===== config.mk =====
export PLATFORM = sky130hd
export DESIGN_NAME = router_ingress_flat
export DESIGN_NICKNAME = d
export VERILOG_FILES = /design/src/rtl/router_ingress_if.sv /design/src/rtl/router_ingress.sv /design/src/flat_wrapper.sv
export SDC_FILE = /design/constraint.sdc
export NUM_CORES = 1
export LEC_CHECK = 0
export CORE_ASPECT_RATIO = 0.5
export CORE_MARGIN = 5
export CORE_UTILIZATION = 45
export DETAILED_ROUTE_END_ITERATION = 7
export MAX_ROUTING_LAYER = met4
export PLACE_DENSITY = 0.77
export SLEW_MARGIN = 10
export SYNTH_ARGS = -nofsm -noshare
export SYNTH_HDL_FRONTEND = slang
export SYNTH_SLANG_ARGS = --single-unit
export TNS_END_PERCENT = 30

===== constraint.sdc =====
create_clock -name clk -period 2.7 [get_ports clk]
set_clock_uncertainty 0.2 [all_clocks]
set_input_delay 0.405 -clock clk [delete_from_list [all_inputs] [get_ports clk]]
set_output_delay 0.405 -clock clk [all_outputs]
set_load 0.02 [all_outputs]

===== src/rtl/router_ingress_if.sv =====
// Source/FIFO-side bundle of the router ingress stage.
// The master drives the source byte stream and the FIFO status; the slave is the ingress stage.
interface router_ingress_if;
  logic       pkt_valid;
  logic [7:0] d_in;
  logic [2:0] fifo_full;
  logic [2:0] fifo_empty;
  logic       busy;
  logic [7:0] d_out;
  logic [2:0] fifo_we;
  logic       lfd;
  logic       err;
  logic       parity_done;

  modport master (
    output pkt_valid, d_in, fifo_full, fifo_empty,
    input  busy, d_out, fifo_we, lfd, err, parity_done
  );

  modport slave (
    input  pkt_valid, d_in, fifo_full, fifo_empty,
    output busy, d_out, fifo_we, lfd, err, parity_done
  );
endinterface


===== src/rtl/router_ingress.sv =====
// Ingress stage of the 1-to-3 router: decodes the header, streams the packet through a
// one-byte hold register into the selected FIFO, and checks the trailing parity byte.
module router_ingress (
  input  logic clk,
  input  logic rst,
  router_ingress_if.slave bus
);
  typedef enum logic [2:0] {IDLE, WAIT, ARM, LOAD, CHECK, DROP} state_t;

  state_t     state, state_nx;
  logic [7:0] hold, acc, rx_par;
  logic       hold_valid;
  logic [5:0] rem;
  logic [1:0] addr;
  logic       err_r;

  logic [2:0] sel;
  logic       tgt_full, tgt_empty, hdr_empty;
  logic       busy, wr, accept, lfd, pd, err_chk, par_byte;

  // Shifting by address 3 yields an all-zero select, so the invalid address hits no FIFO.
  assign sel       = 3'b001 << addr;
  assign tgt_full  = |(bus.fifo_full & sel);
  assign tgt_empty = |(bus.fifo_empty & sel);
  assign hdr_empty = |(bus.fifo_empty & (3'b001 << bus.d_in[1:0]));
  assign par_byte  = (rem == 6'd0);

  always_comb begin
    state_nx = state;
    busy     = 1'b0;
    wr       = 1'b0;
    accept   = 1'b0;
    lfd      = 1'b0;
    pd       = 1'b0;
    err_chk  = 1'b0;
    case (state)
      IDLE: begin
        accept = bus.pkt_valid;
        if (accept)
          state_nx = (bus.d_in[1:0] == 2'd3) ? DROP : (hdr_empty ? ARM : WAIT);
      end
      WAIT: begin
        busy = 1'b1;
        if (tgt_empty) state_nx = ARM;
      end
      ARM: begin
        busy     = 1'b1;
        lfd      = 1'b1;
        state_nx = LOAD;
      end
      LOAD: begin
        busy   = hold_valid & tgt_full;
        wr     = hold_valid & ~tgt_full;
        accept = ~busy & (par_byte | bus.pkt_valid);
        if (accept && par_byte) state_nx = CHECK;
      end
      CHECK: begin
        busy = 1'b1;
        wr   = hold_valid & ~tgt_full;
        if (!hold_valid) begin
          pd       = 1'b1;
          err_chk  = (acc != rx_par);
          state_nx = IDLE;
        end
      end
      DROP: begin
        accept = par_byte | bus.pkt_valid;
        if (accept && par_byte) begin
          pd       = 1'b1;
          err_chk  = 1'b1;
          state_nx = IDLE;
        end
      end
      default: state_nx = IDLE;
    endcase
  end

  always_ff @(posedge clk) begin
    if (rst) begin
      state      <= IDLE;
      hold       <= 8'h00;
      hold_valid <= 1'b0;
      acc        <= 8'h00;
      rx_par     <= 8'h00;
      rem        <= 6'd0;
      addr       <= 2'd0;
      err_r      <= 1'b0;
    end else begin
      state <= state_nx;
      case (state)
        IDLE: if (accept) begin
          hold       <= bus.d_in;
          hold_valid <= (bus.d_in[1:0] != 2'd3);
          acc        <= bus.d_in;
          rem        <= bus.d_in[7:2];
          addr       <= bus.d_in[1:0];
          err_r      <= 1'b0;
        end
        LOAD: begin
          if (accept) begin
            hold       <= bus.d_in;
            hold_valid <= 1'b1;
            if (par_byte) begin
              rx_par <= bus.d_in;
              // Still flagged valid on the parity slot: payload longer than the header said.
              if (bus.pkt_valid) err_r <= 1'b1;
            end else begin
              acc <= acc ^ bus.d_in;
              rem <= rem - 6'd1;
            end
          end else if (wr) begin
            hold_valid <= 1'b0;
          end
        end
        CHECK: begin
          if (wr) hold_valid <= 1'b0;
          if (pd) err_r <= err_r | err_chk;
        end
        DROP: if (accept) begin
          if (par_byte) err_r <= 1'b1;
          else          rem   <= rem - 6'd1;
        end
        default: ;
      endcase
    end
  end

  // err is combined with the completing cycle's verdict so it is valid during parity_done.
  assign bus.busy        = busy;
  assign bus.d_out       = hold;
  assign bus.fifo_we     = wr ? sel : 3'b000;
  assign bus.lfd         = lfd;
  assign bus.err         = err_r | err_chk;
  assign bus.parity_done = pd;
endmodule


===== src/flat_wrapper.sv =====
// flat-port wrapper written by rule: the top's interface ports become plain ports
module router_ingress_flat 
  (clk, rst, bus_pkt_valid, bus_d_in, bus_fifo_full, bus_fifo_empty, bus_busy, bus_d_out, bus_fifo_we, bus_lfd, bus_err, bus_parity_done);
  router_ingress_if bus_i ();
  input  logic clk;
  input  logic rst;
  input wire logic [$bits(bus_i.pkt_valid)-1:0] bus_pkt_valid;
  input wire logic [$bits(bus_i.d_in)-1:0] bus_d_in;
  input wire logic [$bits(bus_i.fifo_full)-1:0] bus_fifo_full;
  input wire logic [$bits(bus_i.fifo_empty)-1:0] bus_fifo_empty;
  output wire logic [$bits(bus_i.busy)-1:0] bus_busy;
  output wire logic [$bits(bus_i.d_out)-1:0] bus_d_out;
  output wire logic [$bits(bus_i.fifo_we)-1:0] bus_fifo_we;
  output wire logic [$bits(bus_i.lfd)-1:0] bus_lfd;
  output wire logic [$bits(bus_i.err)-1:0] bus_err;
  output wire logic [$bits(bus_i.parity_done)-1:0] bus_parity_done;
  assign bus_i.pkt_valid = bus_pkt_valid;
  assign bus_i.d_in = bus_d_in;
  assign bus_i.fifo_full = bus_fifo_full;
  assign bus_i.fifo_empty = bus_fifo_empty;
  assign bus_busy = bus_i.busy;
  assign bus_d_out = bus_i.d_out;
  assign bus_fifo_we = bus_i.fifo_we;
  assign bus_lfd = bus_i.lfd;
  assign bus_err = bus_i.err;
  assign bus_parity_done = bus_i.parity_done;
  router_ingress u_core (.clk(clk), .rst(rst), .bus(bus_i));
endmodule

---- After elaboration in Yosys (flattened, before gate mapping) ----
Cells that the tools add are included.
Widths: inputs -> output; s select.
word-level totals
  register bits ........................... 37
  input bits .............................. 17
  output and inout port bits .............. 15
  word-level logic and storage cells ...... 106
operators by class
  $add $sub $neg .......................... 1
  equal/unequal tests ..................... 23
  shift-type cells ........................ 2
  multiplexer cells ....................... 38
  bitwise logic cells ..................... 11
  reduce and logical (&&, ||, !) cells .... 23
operators by type and width
  kind                 number
  $mux 8               3
  $mux 3               7
  $mux 6               3
  $ne 2x1->1 const B   9
  $pmux 3 s6           1
  $pmux 8 s2           1
  $mux 1               15
  $ne 2x2->1 const B   7
  $pmux 6 s2           1
  $reduce_or 3->1      4
  $and 3x3->3          3
  $ne 8x8->1           1
  $reduce_and 4->1     2
  $reduce_and 8->1     1
  $xor 8x8->8          1
  $eq 3x2->1 const B   2
  $eq 3x3->1 const B   2
  $logic_not 6->1      1
  $pmux 1 s2           3
  $pmux 1 s3           2
  $reduce_and 2->1     3
  $reduce_or 2->1      3
  $shl 1x2->3 const A  2
  $sub 6x1->6 const B  1
  14 further kinds     20

---- Logic depth before layout (Yosys ltp) ----
Gate-level depths: netlist of the first run.
  depth in word-level cells ............... 9
  gate-level depth with buffers ........... 9
  depth with buffers taken out ............ 8

---- Worst setup path before layout of the first run ----
Ideal clock, no wire load.
  path kind ............................... register to output
  from .................................... register u_core.state[2]
  to ...................................... output bus_fifo_we[1]
  arrival time ............................ 1.685 ns
  data required time ...................... 2.095 ns
  path slack .............................. 0.410 ns
  stages on the path, launching flop included .. 7
  buffers on the path ..................... 2
  path through ............................ dfxtp_1 buf_2 buf_1 nand2_1 nand2_1 nand2_1 nor4b_1
between the ends
  longest elaborated chain between the ends .. 4
  elaborated cells on any way between the ends .. 5
  those cells by class .................... eq/ne: 2; mux: 2; reduce/logical: 1
ends and longest elaborated chain
  what                                             line                   source
  start: declaration                               router_ingress.sv:10   state_t state, state_nx;
  start signal: assignment                         router_ingress.sv:89   state <= state_nx;
  $eq 3x2->1 / $eq 3x3->1 (equally long branches)  router_ingress.sv:36   case (state)
  $reduce_or 2->1 (no source line) *               -
  $mux 1 *                                         -
  $mux 3 *                                         router_ingress.sv:131  assign bus.fifo_we = wr ? sel : 3'b000;
  end: declaration                                 flat_wrapper.sv:13     output wire logic [$bits(bus_i.fifo_we)-1:0] bus_fifo_we;
Mark *: on every way between the ends. The rest lies on a longest branch, timed or not.

---- Worst setup path after layout of the first run ----
  from .................................... register u_core.rem[1]
  to ...................................... output bus_parity_done
between the ends
  longest elaborated chain between the ends .. 5
ends and longest elaborated chain
  what                      line                   source
  start: declaration        router_ingress.sv:13   logic [5:0] rem;
  start signal: assignment  router_ingress.sv:95   rem <= bus.d_in[7:2];
  start signal: assignment  router_ingress.sv:109  rem <= rem - 6'd1;
  start signal: assignment  router_ingress.sv:121  else rem <= rem - 6'd1;
  $logic_not 6->1 *         router_ingress.sv:26   assign par_byte = (rem == 6'd0);
  $or 1x1->1                router_ingress.sv:67   accept = par_byte | bus.pkt_valid;
  $logic_and 1x1->1 *       router_ingress.sv:68   if (accept && par_byte) begin
  $mux 1 *                  router_ingress.sv:68
  $pmux 1 s2 *              router_ingress.sv:36
  end: declaration          flat_wrapper.sv:16     output wire logic [$bits(bus_i.parity_done)-1:0] bus_parity_done;
Marks and branches as above.

==> results of run 1 <==
-- power by group --
group          total (mW)  internal (mW)  switching, mW
Combinational        1.43          0.647          0.782
Clock               0.383          0.179          0.204
Sequential          0.829          0.680          0.149
Total                2.64           1.51           1.14
-- cells by family (layout without fill, tap and decap cells) --
group                    count (synthesis)  in the layout
AND/OR/NAND/NOR                         94             94
AO/OA/AOI/OAI                           79             79
flip-flops                              37             37
buffers and inverters                   23             61
multiplexers                            22             22
XOR/XNOR                                 8              8
adder cells (fa/ha/maj)                  1              1
-- sequential cells by signal (all words and copies together) (netlist names) --
signal / flops
u_core.rx_par: 8
u_core.addr: 2
u_core.state: 3
u_core.rem: 6
u_core.err_r: 1
u_core.bus.d_out: 8
u_core.acc: 8
u_core.hold_valid: 1
-- cells in the mapped netlist, drive strengths merged, types with 2 or more instances --
master / instances
o211ai: 2
a21oi: 18
buf: 12
a21o: 8
o211a: 2
dfxtp: 37
o21ai: 25
mux2i: 19
nor2b: 6
clkbuf: 5
nor2: 26
xnor2: 8
a31oi: 12
nand3b: 10
nor4b: 4
nand4: 3
and2: 2
nor3: 7
inv: 6
a41oi: 2
mux2: 3
nand2: 27
or2: 3
-- metrics by stage --
step	hold WS, ns	TNS (ns)
CTS	0.313	0
global placement	0.282	-0.176
finish	0.307	0
floorplan	0.279	0
global route	0.354	-0.0232
detailed placement	0.289	-0.225
-- cell type report --
type | count | area (sq um)
fillers | 471 | 2100
clock buffers | 6 | 72.6
flip-flops and latches | 37 | 742
inverters | 6 | 22.5
well taps | 70 | 87.6
multi-input cells | 204 | 1370
clock inverters | 2 | 10.0
repair buffers | 47 | 433
-- worst register-to-register path, cell delays in order (launching register included) --
cell and delay [ns]:
dfxtp_1 0.41, inv_1 0.07, ha_1 0.23, nor4b_4 0.15
nor2b_4 0.14, buf_4 0.17, o211a_1 0.24, a31oi_4 0.43
mux2i_1 0.25, nor2_1 0.06
-- worst max-delay path by stage --
stage	start	slack, ns	to
2_1_floorplan	u_core.state[2]	0.41	bus_fifo_we[1]
3_3_place_gp	bus_fifo_full[2]	-0.18	bus_busy
3_5_place_dp	bus_fifo_full[2]	-0.23	bus_busy
4_1_cts	bus_fifo_full[2]	0.05	bus_busy
5_1_grt	u_core.rem[1]	-0.02	bus_parity_done
6_report	u_core.rem[1]	0.17	bus_parity_done
-- layer usage --
metal,wire length (um),GRT usage (%)
met5,0,-
met2,2510,29.7
met4,48,3.78
met1,2800,24.1
met3,312,4.90
-- timing repair --
item / in CTS / in global routing
hold buffers: 0 / 0
endpoints found under the setup margin: 6 / 4
gates resized for setup: 7 / 7
==> results by group, run 1 <==
Outcome
  • Status: complete, no violations

Timing
  • Min Tclk post-route: 2.53 ns
  • Worst rel slew slack: 35.1%
  • Fmax achieved: 0.395 GHz
  • Fin crit share: 93.8%
  • # setup viols final: 0
  • Worst Slack Setup Final: 0.169 ns
  • Final Hold Fails: 0
  • Max Slew Vio Count: 0
  • Actual slew at the worst max-slew pin: 0.967 ns

Worst hold path
  • Hold crit path type: register to register
  • Hold Crit Start: u_core.bus.d_out[6]
  • Hold Crit Endpoint: u_core.bus.d_out[6]
  • Hold path cells: 2

GRT
  • Initial antenna violation count: 0
  • Vias in the first global route: 1917
  • First-pass GRT wire length: 9.14 mm
  • Grt ovf: 0
  • Total Routing Usage GR: 18.6%
  • Largest net degree at the start of global routing: 22

Synth
  • Simple-gate share of the synthesized area: 22.9%
  • Xor/xnor cell area share of the yosys netlist: 3.17%
  • Syn. warnings: 0
  • Synth Instances: 264
  • Main combinational cell family by area after synthesis: compound AO/OA/AOI/OAI gates
  • Post-synth top area cell: dfxtp_1
  • Top-area cell type share of the netlist area: 33.5%
  • Netlist Area Pre-Place: 2210 sq um
  • Synthesis-stage register bit count: 37
  • Synth area leaders: dfxtp_1, mux2i_1, nand2_1, nor2_1, o21ai_0
  • Top_reg_cell synth: dfxtp_1
  • Mean Syn Cell Area: 8.37 sq um
  • Post-synthesis cell type count: 55
  • Synth Area in Compound Gates: 24.3%
  • Post-Syn Nets: 282
  • Mux cell area share after synthesis: 10.3%
  • Number of flops mapped to enable cells by yosys: 0
  • Register area share after synthesis: 33.5%
  • Adder-cell share of the synthesized area: 0.566%
  • Post-synth ARST share: 0%

Worst setup path
  • Worst-path cell chain: inv_1, ha_1, nor4b_4, nor2b_4, a21oi_1, nor3_1, clkdlybuf4s15_1
  • CP Capture Type: primary output
  • Critical R2R Launch: u_core.rem[1]
  • Buf/Inv on CP: 2
  • Crit path required time: 2.10 ns
  • Crit-path max cell delay: 0.35 ns
  • Critical path arrival: 1.93 ns
  • Delay-heaviest family, CP: simple AND/OR/NAND/NOR gates
  • R2R cell count: 9
  • Slowest stage cell, crit path: dfxtp_1
  • R2R setup slack: 0.24 ns
  • CP Launch Type: register
  • FF-to-FF End: u_core.bus.d_out[5]
  • Critical setup path kind: register to primary output
  • CP Depth: 7
  • Largest fanout on the critical path: 5

Clocking
  • Skew-Pair Late Insertion Delay: 0.30 ns
  • CTS sink count: 37
  • Largest buffer count on any clock path: 2
  • Setup repair bufs after CTS: 0
  • Clk slew on worst S/H paths: 0.07 ns
  • H-tree depth: 2
  • Root Driver: clkbuf_8
  • Cts bufs inserted: 5
  • CTS tree: yes

Final layout
  • Commonest cells after routing, fill and taps aside: dfxtp_1, nand2_1, nor2_1, clkdlybuf4s50_1, mux2i_1
  • Layout Cells excl Fill: 372
  • ANT cells: 0
  • Share of cells above drive strength 1: 15.6%
  • Final design utilization: 56.5%
  • Area growth from synthesis to layout: 23.8%
  • Commonest non-fill, non-tap cell in the layout: dfxtp_1
  • Nets@finish: 319
  • Final instance area: 2740 sq um

Place
  • PortBufs: 31
  • Placer Congestion: 0.874
  • DP Area: 2650 sq um
  • Placement Setup Slack: -0.225 ns
  • Post-placement cell count: 364
  • DP Wirelength: 4.06 mm

Drt
  • Drt first pass iters: 4
  • Vias: 2045
  • Post-DR wirelength/cell: 15.2 um
  • Final wirelength: 5.67 mm
  • DRC violation count after routing: 0
  • Via-to-Cell Ratio: 5.50
  • Post-DRT Antenna Nets: 0
  • First DRT Iteration DRCs: 153

Die
  • DIE HEIGHT: 59.6 um
  • Die width: 109 um
  • Row Count: 18
  • Core area: 4840 sq um
  • Initial core utilization: 45.7%
  • IO Count: 32
  • Full die area: 6500 sq um

Power
  • Pwr Density: 965 nW/um^2
  • Maximum VDD drop: 0.000543 V
  • Cell leakage power: 1.10 nW
  • Final Power: 2.64 mW

Run
  • Max-cap viol count: 0
No activity file was read; power rests on OpenSTA's default activity.
==> run 2: changes to the inputs <==
Settings changed: CORE_UTILIZATION 45 to 54, PLACE_DENSITY 0.77 to 0.88.
==> results by group, run 2 (synthesized netlist as in run 1, its figures left out) <==
Timing
  • Worst Slack Setup Final: 0.201 ns
  • Fin Setup TNS: 0 ns
  • Actual slew at the worst max-slew pin: 0.547 ns
  • Fmax achieved: 0.400 GHz
  • Max Slew Vio Count: 0
  • Min Tclk post-route: 2.50 ns
  • Worst Hold Margin: 0.306 ns
  • # setup viols final: 0
  • Worst rel slew slack: 63.4%
  • Fin crit share: 92.5%
  • RSZ-0062 raised after global routing: no
  • Final Hold Fails: 0

Worst setup path
  • Buf/Inv on CP: 2
  • Worst-path cell chain: inv_1, ha_1, nor4b_4, nor2b_2, a31oi_1, nand2_1, dlygate4sd2_1
  • Largest fanout on the critical path: 5
  • CP Capture Type: primary output
  • Critical path arrival: 1.89 ns
  • Crit-path max cell delay: 0.35 ns
  • Slowest stage cell, crit path: dfxtp_1
  • Crit path required time: 2.10 ns
  • Delay-heaviest family, CP: simple AND/OR/NAND/NOR gates
  • Critical setup path kind: register to primary output
  • CP Launch Type: register

Final layout
  • Multi-input logic area: 1370 sq um
  • Share of cells above drive strength 1: 16.2%
  • ANT cells: 0
  • Commonest non-fill, non-tap cell in the layout: dfxtp_1
  • Fillcell total: 301
  • Commonest cells after routing, fill and taps aside: dfxtp_1, nand2_1, nor2_1, clkdlybuf4s50_1, mux2i_1
  • Final design utilization: 69.5%
  • Area growth from synthesis to layout: 23.4%
  • Register area: 742 sq um
  • Nets@finish: 319
  • Final instance area: 2730 sq um

Power
  • Gate power share: 51.2%
  • Pint: 1.58 mW
  • Pwr Density: 1000 nW/um^2
  • Net Sw Frac: 42.2%
  • Cell leakage power: 1.10 nW
  • Maximum VDD drop: 0.000568 V
  • Clock power share: 18.0%
  • Net Sw Power: 1.15 mW
  • Register share of total power: 30.8%

GRT
  • Grt ovf: 0
  • Largest net degree at the start of global routing: 28
  • Initial antenna violation count: 0
  • Total Routing Usage GR: 21.2%
  • First-pass GRT wire length: 9.36 mm
  • Vias in the first global route: 1942

Drt
  • Post-DR wirelength/cell: 15.9 um
  • Post-DRT Antenna Nets: 0
  • Drt first pass iters: 5
  • Final wirelength: 5.68 mm
  • Vias: 2102
  • DRC violation count after routing: 0
  • First DRT Iteration DRCs: 116
  • Via-to-Cell Ratio: 5.90

Die
  • Die width: 100 um
  • IO Count: 32
  • Core area: 3920 sq um
  • Initial core utilization: 56.3%
  • DIE HEIGHT: 55.2 um
  • Row Count: 16
  • Full die area: 5550 sq um

Clocking
  • Root Driver: clkbuf_8
  • CTS tree: yes
  • H-tree depth: 2
  • Skew-Pair Late Insertion Delay: 0.30 ns
  • Setup repair bufs after CTS: 0
  • Cts bufs inserted: 5
  • Largest buffer count on any clock path: 2
  • Clk slew on worst S/H paths: 0.08 ns
  • CTS sink count: 37

Run
  • Max-cap viol count: 0

Outcome
  • Status: complete, no violations

Place
  • DP Wirelength: 3.92 mm
  • Placement Setup Slack: -0.242 ns
  • PortBufs: 31
  • DP Area: 2620 sq um
  • Placer Congestion: 0.863

Worst hold path
  • Hold crit path type: register to register
[run 2: what timing repair did]
item	in CTS	in global routing
setup endpoints to repair	6	2
cloned	0	0
hold buffers	0	0
gates resized for setup	9	7
pin swaps	0	0
[run 2: per-stage QoR]
step                      cells  power (mW)
after floorplan             264        1.81
after global placement      348        2.18
after detailed placement    348        2.23
after CTS                   356        2.73
after global routing        356        2.92
final                       356        2.74
[run 2: area by class of cell]
cell class | instances | area share, %
clock inverter | 2 | 1.42
multi-input combinational | 204 | 50.2
sequential | 37 | 27.2
tap | 54 | 2.48
timing repair buffer | 47 | 15.2
inverter | 6 | 0.826
clock buffer | 6 | 2.66
[run 2: final timing paths]
| kind | from | end | slack, ns | depth (start not counted) |
|---|---|---|---|---|
| max | u_core.rem[1] | bus_err | 0.20 | 7 |
| min | u_core.bus.d_out[2] | u_core.bus.d_out[2] | 0.31 | 2 |
| max reg2reg | u_core.rem[1] | u_core.bus.d_out[0] | 0.25 | 9 |
| min reg2reg | u_core.bus.d_out[2] | u_core.bus.d_out[2] | 0.31 | 2 |
[run 2: tightest hold or removal path, stage by stage, from the launching register on]
cell	delay [ns]
dfxtp_1	0.33
mux2i_1	0.07
nor2_1	0.07
[run 2: power groups by stage]
| stage | sequential (mW) | combinational, mW | clock (mW) |
|---|---|---|---|
| 3_5_place_dp | 0.841 | 1.39 | 0 |
| 4_1_cts | 0.838 | 1.39 | 0.495 |
| 2_1_floorplan | 0.816 | 0.994 | 0 |
| 3_3_place_gp | 0.834 | 1.34 | 0 |
| 5_1_grt | 0.868 | 1.52 | 0.525 |
| 6_report | 0.842 | 1.40 | 0.493 |
[run 2: per-layer routing]
metal / track usage (%) / part of all wire (%) / vias up
li1: - / - / 1025
met1: 28.1 / 47 / 982
met2: 31.8 / 45 / 86
met3: 5.65 / 7.1 / 9
met4: 5.76 / 0.99 / 0
met5: - / 0 / -
==> run 3: changes to the inputs <==
Settings changed: PLACE_DENSITY 0.88 to default, PLACE_DENSITY_LB_ADDON from default to 0.2.
==> results by group, run 3 (synthesized netlist as in run 1, its figures left out) <==
Outcome
  • Status: complete, no violations

Timing
  • Actual slew at the worst max-slew pin: 0.924 ns
  • Fmax achieved: 0.387 GHz
  • # setup viols final: 0
  • Fin crit share: 95.8%
  • Fin Setup TNS: 0 ns
  • Min Tclk post-route: 2.59 ns
  • Worst Slack Setup Final: 0.113 ns
  • Max Slew Vio Count: 0
  • Final Hold Fails: 0
  • Worst rel slew slack: 38.0%

Power
  • Cell leakage power: 1.10 nW
  • Maximum VDD drop: 0.000403 V
  • Final Power: 2.65 mW
  • Pwr Density: 972 nW/um^2

Worst setup path
  • Critical setup path kind: primary input to primary output
  • Critical path arrival: 1.98 ns
  • Crit path launch: bus_fifo_full[2]
  • FF-to-FF End: u_core.rem[4]
  • Crit path required time: 2.10 ns
  • CP endpoint: bus_busy
  • R2R cell count: 6
  • Critical R2R Launch: u_core.state[1]
  • R2R setup slack: 0.22 ns
  • Largest fanout on the critical path: 2
  • CP Capture Type: primary output
  • CP Launch Type: primary input

Final layout
  • Nets@finish: 318
  • Final instance area: 2730 sq um
  • Commonest non-fill, non-tap cell in the layout: dfxtp_1
  • Share of cells above drive strength 1: 15.3%
  • Area growth from synthesis to layout: 23.4%
  • Commonest cells after routing, fill and taps aside: dfxtp_1, nand2_1, nor2_1, clkdlybuf4s50_1, mux2i_1
  • ANT cells: 0

GRT
  • Largest net degree at the start of global routing: 24
  • First-pass GRT wire length: 8.80 mm
  • Grt ovf: 0
  • Initial antenna violation count: 0
  • Vias in the first global route: 1907
  • Total Routing Usage GR: 19.7%

Clocking
  • Largest buffer count on any clock path: 2
  • CTS tree: yes
  • H-tree depth: 2
  • Hold-fix buffers at CTS: 0
  • Cts bufs inserted: 5
  • Clk slew on worst S/H paths: 0.08 ns
  • Skew-Pair Late Insertion Delay: 0.29 ns
  • Root Driver: clkbuf_8
  • CTS sink count: 37

Run
  • Max-cap viol count: 0

Drt
  • Post-DRT Antenna Nets: 0
  • Final wirelength: 5.35 mm
  • Drt first pass iters: 4
  • Via-to-Cell Ratio: 5.77
  • First DRT Iteration DRCs: 89
  • DRC violation count after routing: 0
  • Met1 Wirelength: 2.54 mm
  • WL met2: 2.45 mm
  • Metal3 WL: 352 um
  • Post-DR wirelength/cell: 15.1 um
  • Top routing layer in use: met4
  • Vias: 2048

Place
  • PortBufs: 31
  • Placer Congestion: 0.897
  • DP Area: 2620 sq um
  • DP Wirelength: 3.89 mm
  • Placement Setup Slack: -0.282 ns

Die
  • Core area: 3920 sq um
  • Initial core utilization: 56.3%
  • Full die area: 5550 sq um
  • DIE HEIGHT: 55.2 um
  • Die width: 100 um
  • Row Count: 16
  • IO Count: 32

Worst hold path
  • Hold crit path type: register to register
run 3: worst min path at each step:
stage	start	to	slack (ns)	depth (start not counted)
2_1_floorplan	u_core.rem[4]	u_core.rem[4]	0.28	2
3_3_place_gp	u_core.bus.d_out[5]	u_core.bus.d_out[5]	0.28	2
3_5_place_dp	u_core.bus.d_out[3]	u_core.bus.d_out[3]	0.29	2
4_1_cts	u_core.bus.d_out[2]	u_core.bus.d_out[2]	0.31	2
5_1_grt	u_core.bus.d_out[3]	u_core.bus.d_out[3]	0.35	2
6_report	u_core.bus.d_out[3]	u_core.bus.d_out[3]	0.30	2
run 3: metal layers:
| metal | vias to the layer above | track usage [%] |
|---|---|---|
| met5 | - | - |
| met4 | 0 | 2.88 |
| met3 | 2 | 4.15 |
| met2 | 59 | 31.4 |
| met1 | 966 | 26.4 |
| li1 | 1021 | - |
run 3: final cells by class:
class,count,area (sq um)
tap,54,67.6
sequential,37,741
clock inverter,2,13.8
multi-input combinational,204,1370
fill,328,1190
clock buffer,6,82.6
inverter,6,22.5
timing repair buffer,46,428
run 3: where the power goes:
group	internal, mW	total (mW)	leakage (nW)	switching [mW]
logic	0.646	1.41	0.750	0.760
clock network	0.207	0.412	0.0512	0.205
registers	0.678	0.834	0.302	0.156
run 3: repair_timing:
| action | in CTS | in global routing |
|---|---|---|
| gates resized for setup | 7 | 5 |
| setup buffers | 0 | 0 |
| endpoints found under the setup margin | 6 | 3 |
run 3: critical path, stage by stage:
cell             delay, ns
clkdlybuf4s50_1       0.49
inv_1                 0.06
o21ai_2               0.19
o211ai_4              0.11
a21oi_1               0.16
nor2b_1               0.06
a211oi_1              0.17
dlygate4sd1_1         0.34
run 3: metrics by stage:
stage               util (%)  hold slack, ns  std cells
floorplan                  -           0.279        264
global placement        66.8           0.276        347
detailed placement      66.8           0.289        347
CTS                     69.1           0.305        355
global route            69.5           0.353        355
finish                  69.5           0.302        355
